**config.mk**
```make
export PLATFORM = sky130hd
export DESIGN_NAME = bp_stall_counter_dump
export DESIGN_NICKNAME = d
export VERILOG_FILES = /design/src/rtl/bp_stall_dump_pkg.sv /design/src/rtl/bp_stall_sat_counter.sv /design/src/rtl/bp_stall_snapshot_regs.sv /design/src/rtl/bp_stall_counter_dump.sv
export SDC_FILE = /design/constraint.sdc
export NUM_CORES = 2
export LEC_CHECK = 0
export CORE_AREA = 2 2 316 318
export CTS_BUF_LIST = sky130_fd_sc_hd__clkbuf_4 sky130_fd_sc_hd__clkbuf_8 sky130_fd_sc_hd__clkbuf_16
export DETAILED_ROUTE_END_ITERATION = 8
export DIE_AREA = 0 0 318 320
export PLACE_DENSITY = 0.66
export SLEW_MARGIN = 20
export SYNTH_ARGS = -nofsm -noshare
export SYNTH_HDL_FRONTEND = slang
export SYNTH_SLANG_ARGS = --single-unit
```
**constraint.sdc**
```tcl
create_clock -name clk_i -period 5.95 [get_ports clk_i]
set_input_delay 1.19 -clock clk_i [delete_from_list [all_inputs] [get_ports clk_i]]
set_output_delay 1.19 -clock clk_i [all_outputs]
set_load 0.02 [all_outputs]
```
**src/rtl/bp_stall_dump_pkg.sv**
```systemverilog
// Shared definitions for the stall-counter dump block: FSM states, header
// field layout and small sizing helpers.
package bp_stall_dump_pkg;

   typedef enum logic [1:0] {
      ST_IDLE    = 2'd0,
      ST_HEADER  = 2'd1,
      ST_BODY    = 2'd2,
      ST_TRAILER = 2'd3
   } dump_state_e;

   // Header word layout: {seq, count, dropped}, dropped in the low byte
   localparam int HDR_SEQ_W    = 16;
   localparam int HDR_CNT_W    = 8;
   localparam int HDR_DROP_W   = 8;
   localparam int HDR_DROP_LSB = 0;
   localparam int HDR_CNT_LSB  = HDR_DROP_LSB + HDR_DROP_W;
   localparam int HDR_SEQ_LSB  = HDR_CNT_LSB + HDR_CNT_W;
   localparam int HDR_W        = HDR_SEQ_LSB + HDR_SEQ_W;

   // Index width that never collapses to zero for a single counter
   function automatic int idx_width(input int n);
      return (n > 1) ? $clog2(n) : 1;
   endfunction

   function automatic logic [HDR_W-1:0] make_header(
      input logic [HDR_SEQ_W-1:0]  seq,
      input logic [HDR_CNT_W-1:0]  cnt,
      input logic [HDR_DROP_W-1:0] drop
   );
      logic [HDR_W-1:0] h;
      h = '0;
      h[HDR_SEQ_LSB  +: HDR_SEQ_W]  = seq;
      h[HDR_CNT_LSB  +: HDR_CNT_W]  = cnt;
      h[HDR_DROP_LSB +: HDR_DROP_W] = drop;
      return h;
   endfunction

endpackage

```
**src/rtl/bp_stall_sat_counter.sv**
```systemverilog
// Up-counter that sticks at all-ones instead of wrapping.
module bp_stall_sat_counter #(
   parameter int width_p = 8
) (
   input  logic               clk_i,
   input  logic               reset_n_i,
   input  logic               inc_i,
   output logic [width_p-1:0] count_o
);

   logic [width_p-1:0] r_cnt;

   // Increment unless already saturated
   always_ff @(posedge clk_i or negedge reset_n_i) begin
      if (!reset_n_i) begin
         r_cnt <= '0;
      end else if (inc_i && (r_cnt != '1)) begin
         r_cnt <= r_cnt + width_p'(1);
      end
   end

   assign count_o = r_cnt;

endmodule

```
**src/rtl/bp_stall_snapshot_regs.sv**
```systemverilog
// Parallel-load register file holding the captured counters, with a
// combinational read port. Out-of-range indices read as zero.
module bp_stall_snapshot_regs #(
   parameter int num_counters_p = 24,
   parameter int width_p        = 32,
   parameter int idx_w_p        = 5
) (
   input  logic                              clk_i,
   input  logic                              reset_n_i,
   input  logic                              load_i,
   input  logic [num_counters_p*width_p-1:0] data_i,
   input  logic [idx_w_p-1:0]                rd_idx_i,
   output logic [width_p-1:0]                rd_data_o
);

   logic [num_counters_p-1:0][width_p-1:0] r_mem;

   // Capture every live counter at once on a load
   always_ff @(posedge clk_i or negedge reset_n_i) begin
      if (!reset_n_i) begin
         r_mem <= '0;
      end else if (load_i) begin
         r_mem <= data_i;
      end
   end

   assign rd_data_o = (int'(rd_idx_i) < num_counters_p) ? r_mem[rd_idx_i] : '0;

endmodule

```
**src/rtl/bp_stall_counter_dump.sv**
```systemverilog
// Captures a snapshot of all stall counters and streams it out as
// header / body words / XOR trailer over a valid-ready interface.
module bp_stall_counter_dump
   import bp_stall_dump_pkg::*;
#(
   parameter int num_counters_p = 24,
   parameter int width_p        = 32
) (
   input  logic                              clk_i,
   input  logic                              reset_n_i,
   input  logic [num_counters_p*width_p-1:0] counters_i,
   input  logic                              snapshot_i,
   output logic [width_p-1:0]                data_o,
   output logic                              v_o,
   input  logic                              ready_i,
   output logic                              busy_o,
   output logic [7:0]                        dropped_o
);

   localparam int                     IDX_W    = idx_width(num_counters_p);
   localparam logic [IDX_W-1:0]       IDX_LAST = IDX_W'(num_counters_p - 1);
   localparam logic [HDR_CNT_W-1:0]   CNT8     = HDR_CNT_W'(num_counters_p);

   dump_state_e          r_state;
   logic [IDX_W-1:0]     r_idx;
   logic [width_p-1:0]   r_acc;
   logic [width_p-1:0]   r_data;
   logic                 r_v;
   logic [15:0]          r_seq;

   logic                 w_load;
   logic                 w_drop;
   logic [IDX_W-1:0]     w_rd_idx;
   logic [width_p-1:0]   w_rd_data;
   logic [width_p-1:0]   w_acc_nxt;
   logic [HDR_W-1:0]     w_hdr32;
   logic [width_p-1:0]   w_hdr;
   logic [7:0]           w_dropped;

   assign w_load    = (r_state == ST_IDLE) & snapshot_i;
   assign w_drop    = (r_state != ST_IDLE) & snapshot_i;
   assign w_acc_nxt = r_acc ^ r_data;

   // The read port looks one word ahead so the next body word can be
   // registered on the handshake that retires the current one.
   assign w_rd_idx  = (r_state == ST_BODY) ? (r_idx + IDX_W'(1)) : '0;

   // Header is frozen at snapshot time, so later drops do not disturb it
   assign w_hdr32   = make_header(r_seq, CNT8, w_dropped);
   assign w_hdr     = width_p'(w_hdr32);

   bp_stall_snapshot_regs #(
      .num_counters_p (num_counters_p),
      .width_p        (width_p),
      .idx_w_p        (IDX_W)
   ) u_snap (
      .clk_i     (clk_i),
      .reset_n_i (reset_n_i),
      .load_i    (w_load),
      .data_i    (counters_i),
      .rd_idx_i  (w_rd_idx),
      .rd_data_o (w_rd_data)
   );

   bp_stall_sat_counter #(
      .width_p (8)
   ) u_dropped (
      .clk_i     (clk_i),
      .reset_n_i (reset_n_i),
      .inc_i     (w_drop),
      .count_o   (w_dropped)
   );

   // Dump FSM; v_o and data_o are registered and only move on a handshake
   always_ff @(posedge clk_i or negedge reset_n_i) begin
      if (!reset_n_i) begin
         r_state <= ST_IDLE;
         r_idx   <= '0;
         r_acc   <= '0;
         r_data  <= '0;
         r_v     <= 1'b0;
         r_seq   <= '0;
      end else begin
         case (r_state)
            ST_IDLE: begin
               if (snapshot_i) begin
                  r_state <= ST_HEADER;
                  r_idx   <= '0;
                  r_acc   <= '0;
                  r_v     <= 1'b1;
                  r_data  <= w_hdr;
               end
            end
            ST_HEADER: begin
               if (ready_i) begin
                  r_state <= ST_BODY;
                  r_idx   <= '0;
                  r_data  <= w_rd_data;
               end
            end
            ST_BODY: begin
               if (ready_i) begin
                  r_acc <= w_acc_nxt;
                  r_idx <= r_idx + IDX_W'(1);
                  if (r_idx == IDX_LAST) begin
                     r_state <= ST_TRAILER;
                     r_data  <= w_acc_nxt ^ {width_p{r_seq[0]}};
                  end else begin
                     r_data  <= w_rd_data;
                  end
               end
            end
            ST_TRAILER: begin
               if (ready_i) begin
                  r_state <= ST_IDLE;
                  r_seq   <= r_seq + 16'd1;
                  r_v     <= 1'b0;
                  r_data  <= '0;
               end
            end
            default: r_state <= ST_IDLE;
         endcase
      end
   end

   assign data_o    = r_data;
   assign v_o       = r_v;
   assign busy_o    = (r_state != ST_IDLE);
   assign dropped_o = w_dropped;

endmodule

```
==> results.env <==
CTS.CLK_SLEW.WORST_PATHS_NS=0.06
TOTALWIRELENGTH_UM=142000
TRITONCTS.NUM_BUFFERS=98
AVGSYNTHCELLAREA_UM2=14.4
GRT_SETUP_UNREPAIRED='false'
SYNTH_ENABLE_FLOP_CELLS=0
DIE_W_UM=318
AREA.GROWTH.SYNTH_TO_FINAL_PCT=31.8
CP_DATA_ARRIVAL_TIME_NS=4.48
HPWLAFTERDP_UM=106000
WORST-ENDPOINT-REQUIRED_NS=6.49
FINALHOLDVIOLCOUNT=0
EFFECTIVE_UTILIZATION_AT_FLOORPLAN=0.414
CTSROOTBUFFERMASTER='sky130_fd_sc_hd__clkbuf_16'
DESIGN.DIE.AREA_UM2=102000
TRITONCTS='done'
WORST_CASE_VDD_IR_DROP_uV=304
BUFFERS_ON_PORTS=813
CTS.REPAIR.RESIZED=0
CLOCK_SINK_COUNT=864
FIN_CRIT_SH=0.663
SETUP.WORST_PATH.CLASS='reg2reg'
SYNTH-ASYNC-RESET-RATIO=1.00
WORSTPATHMAXFANOUT=76
FINAL_CRITICAL_PATH_SETUP_SLACK_NS=2.01
P_PER_AREA_nW_PER_UM2=521
DETAILEDPLACE.WORSTSLACK_NS=1.98
GRT_FIRST_PASS_WIRELENGTH_UM=204000
CRIT_PATH_CELL_TRACE='inv_1 > ha_1 > nor2b_4 > buf_12 > mux4_2 > a22o_1 > a211oi_1 > a21oi_1'
POSTSYNTHREGISTERBITS=864
PLACEABLECOREAREA_UM2=98000
DRT_ITER0_DRC=2344
DRC=0
IOPINCOUNT=814
HOLDBUFCOUNTCTS=0
DIE_Y_UM=320
YS_DOMINANT_REG_CELL='sky130_fd_sc_hd__dfrtp_1'
YOSYS_SYNTHESIS_WARNING_COUNT=0
CP_LAUNCH_TYPE='flop'
FINALSETUPVIOLCOUNT=0
POST_SYN_NETS=3603
SYNTH_CELLS=2822
YOSYSUNIQUECELLTYPES=60
HOLD-PATH-CELL-COUNT=1
TNS_NS=0
CLOCK_PATH_BUFFERS=3
NUMBER_OF_ANTENNA_VIOLATIONS_AT_THE_FIRST_CHECK_IN_GLOBAL_ROUTING=51
WORSTSETUPENDPOINTTYPE='flop'
STATUS='completed'
TRACK_USAGE=0.277
WORST-SLEW-PIN-TRANSITION_NS=1.17
REG2REGPATHDEPTH=8
DRTPASS1ITERATIONS=7
CLOCK_INSERTION_DELAY_WORST_SKEW_NS=0.68
CRITICAL_PATH_CELL_COUNT=8
WORST_PATH_MAX_DELAY_CELL='sky130_fd_sc_hd__mux4_2'
ROW_COUNT=115
FINAL_SKEW_NS=0.0149
P_LEAK_uW=0.0218
DRT-WIRELENGTH-PER-CELL_UM=28.6
FRACTION_OF_FINAL_LAYOUT_CELLS_WITH_DRIVE_STRENGTH_GREATER_THAN_1=0.331
HOLDCRITPATHCLASS='reg2reg'
FINAL_NET_COUNT=4356
VIA_COUNT_OF_THE_FIRST_GLOBAL_ROUTING_PASS=28800
CRITPATHBUFINV=2
POST-CTS-SETUP-BUFFERS=0
GR-TOTAL-OVERFLOW=0
LARGEST_NET_DEGREE_AT_THE_START_OF_GLOBAL_ROUTING=141
POST_DETAILED_ROUTE_COUNT_OF_ANTENNA_VIOLATING_NETS=0
VIAS=28000
CLOCK_TREE.HTREE_LEVEL_COUNT=3
SLEW-LIMIT-HEADROOM=0.221
MAXCLOCKFREQUENCY_GHz=0.254
MAX_CAP_VIOL_COUNT=0
SEQ_TOTAL_AREA_YOSYS=0.533
GLOBALPLACE.CONGESTION=0.926
TIMING.FINAL.CRIT_PERIOD_NS=3.94
SLEW_VIOL_FINAL=0
ROUTE.DETAILED.VIAS_PER_INST=5.61
SYN_STD_CELL_AREA_UM2=40600
CPLARGESTDELAYFAMILY='compound AO/OA/AOI/OAI gates'
MAXIMUM_SINGLE_STAGE_DELAY_ON_THE_CRITICAL_PATH_NS=0.62
==> path summary, 6_finish.rpt <==
| kind | from | end | slack, ns |
|---|---|---|---|
| max | r_state[0]$_DFFE_PN0P_ | data_o[19]$_DFFE_PN0P_ | 2.01 |
| min | u_snap.r_mem[476]$_DFFE_PN0P_ | u_snap.r_mem[476]$_DFFE_PN0P_ | 0.50 |
| max reg2reg | r_state[0]$_DFFE_PN0P_ | data_o[19]$_DFFE_PN0P_ | 2.01 |
| min reg2reg | u_snap.r_mem[476]$_DFFE_PN0P_ | u_snap.r_mem[476]$_DFFE_PN0P_ | 0.50 |
| max in group asynchronous | reset_n_i | u_snap.r_mem[255]$_DFFE_PN0P_ | 4.00 |
| min in group asynchronous | reset_n_i | u_snap.r_mem[578]$_DFFE_PN0P_ | 0.59 |
==> cell usage after synthesis (6+ instances only) <==
cell type / instances / area, µm²
sky130_fd_sc_hd__nand3b_1: 7 / 52.6
sky130_fd_sc_hd__a21oi_1: 88 / 440
sky130_fd_sc_hd__a211oi_1: 25 / 188
sky130_fd_sc_hd__buf_1: 10 / 37.5
sky130_fd_sc_hd__and2_1: 6 / 37.5
sky130_fd_sc_hd__inv_1: 8 / 30.0
sky130_fd_sc_hd__mux2i_1: 60 / 601
sky130_fd_sc_hd__o221ai_1: 23 / 201
sky130_fd_sc_hd__a221oi_1: 7 / 61.3
sky130_fd_sc_hd__nand3_1: 35 / 175
sky130_fd_sc_hd__nand2_1: 117 / 439
sky130_fd_sc_hd__nor3b_1: 7 / 52.6
sky130_fd_sc_hd__buf_6: 12 / 135
sky130_fd_sc_hd__a22o_1: 71 / 622
sky130_fd_sc_hd__a21boi_1: 6 / 45.0
sky130_fd_sc_hd__buf_2: 40 / 200
sky130_fd_sc_hd__mux4_2: 165 / 3720
sky130_fd_sc_hd__a41oi_1: 7 / 61.3
sky130_fd_sc_hd__nor3_1: 30 / 150
sky130_fd_sc_hd__a22oi_1: 8 / 60.1
sky130_fd_sc_hd__o22ai_1: 26 / 163
sky130_fd_sc_hd__nor2_1: 46 / 173
sky130_fd_sc_hd__a21boi_0: 16 / 120
sky130_fd_sc_hd__dfrtp_1: 864 / 21600
sky130_fd_sc_hd__a221o_1: 23 / 230
sky130_fd_sc_hd__ha_1: 9 / 113
sky130_fd_sc_hd__o21ai_0: 32 / 160
sky130_fd_sc_hd__clkbuf_1: 126 / 473
sky130_fd_sc_hd__xor2_1: 36 / 315
sky130_fd_sc_hd__buf_4: 15 / 113
sky130_fd_sc_hd__xnor2_1: 45 / 394
sky130_fd_sc_hd__mux2_2: 800 / 9010
==> stage by stage <==
step,util,cells,hold slack [ns],cell area (µm²),total power (µW)
2_1_floorplan,-,2822,0.468,40600,17600
3_3_place_gp,0.510,4762,0.482,50000,21200
3_5_place_dp,0.510,4762,0.488,50000,21500
4_1_cts,0.545,4943,0.501,53400,28000
5_1_grt,0.546,4976,0.509,53500,29300
6_report,0.546,4982,0.499,53500,27900
==> report_power, final <==
group	internal [µW]	switching, µW
clock network	3840	2580
logic	5820	4910
registers	8770	1940
total	18400	9430
==> layout make-up <==
| cell class | count | area (µm²) |
|---|---|---|
| Fill cell | 8255 | 44500 |
| Sequential cell | 864 | 21600 |
| Multi-Input combinational cell | 1743 | 18000 |
| Timing Repair Buffer | 859 | 8690 |
| Clock buffer | 144 | 3030 |
| Tap cell | 1287 | 1610 |
| Clock inverter | 37 | 419 |
| Antenna cell | 39 | 97.6 |
| Inverter | 9 | 33.8 |
==> layout by cell type, fill, tap and decap left out, types with 6 or more instances in the layout <==
cell,Yosys,layout
sky130_fd_sc_hd__buf_12,2,16
sky130_fd_sc_hd__a22o_1,71,71
sky130_fd_sc_hd__ha_1,9,8
sky130_fd_sc_hd__nand3b_1,7,7
sky130_fd_sc_hd__a211oi_1,25,25
sky130_fd_sc_hd__a221o_1,23,23
sky130_fd_sc_hd__inv_1,8,8
sky130_fd_sc_hd__xor2_1,36,36
sky130_fd_sc_hd__clkdlybuf4s50_1,0,812
sky130_fd_sc_hd__a22oi_1,8,8
sky130_fd_sc_hd__nor3_1,30,27
sky130_fd_sc_hd__o21ai_0,32,31
sky130_fd_sc_hd__diode_2,0,39
sky130_fd_sc_hd__nor3b_1,7,7
sky130_fd_sc_hd__nor2_1,46,44
sky130_fd_sc_hd__dfrtp_1,864,863
sky130_fd_sc_hd__mux2_2,800,800
sky130_fd_sc_hd__xnor2_1,45,45
sky130_fd_sc_hd__clkbuf_8,0,32
sky130_fd_sc_hd__a41oi_1,7,7
sky130_fd_sc_hd__bufinv_16,0,7
sky130_fd_sc_hd__buf_4,15,30
sky130_fd_sc_hd__clkbuf_4,0,12
sky130_fd_sc_hd__o22ai_1,26,26
sky130_fd_sc_hd__mux2i_1,60,59
sky130_fd_sc_hd__a21boi_0,16,16
sky130_fd_sc_hd__a221oi_1,7,7
sky130_fd_sc_hd__clkinvlp_4,0,6
sky130_fd_sc_hd__nand3_1,35,35
sky130_fd_sc_hd__nand2_1,117,115
sky130_fd_sc_hd__clkinv_2,0,18
sky130_fd_sc_hd__a21boi_1,6,6
sky130_fd_sc_hd__mux4_2,165,165
sky130_fd_sc_hd__clkbuf_16,0,100
sky130_fd_sc_hd__a21oi_1,88,88
sky130_fd_sc_hd__o221ai_1,23,23
==> kinds of logic (layout without fill, tap and decap cells) <==
| family | after synthesis | in the layout | share of synthesized area |
|---|---|---|---|
| buf+inv | 215 | 1049 | 0.0255 |
| compound gates | 351 | 351 | 0.0616 |
| other cells | 0 | 39 | 0 |
| fa+ha+maj | 9 | 9 | 0.00277 |
| simple gates | 277 | 277 | 0.0318 |
| flops | 864 | 864 | 0.533 |
| xor+xnor | 81 | 81 | 0.0175 |
| mux | 1025 | 1025 | 0.328 |
==> state kept, by name (all words and copies together) (netlist names) <==
signal / cells
u_snap.r_mem: 768
u_dropped.count_o: 8
r_seq: 16
r_idx: 5
r_state: 2
data_o: 32
v_o: 1
r_acc: 32
==> metal layers <==
layer / vias up / track usage / routed length [µm]
li1: 12100 / - / -
met1: 14600 / 0.365 / 59100
met2: 1034 / 0.441 / 68300
met3: 206 / 0.0656 / 10200
met4: 18 / 0.111 / 4790
met5: - / 0 / 119
No activity file was read; power rests on OpenSTA's default activity.
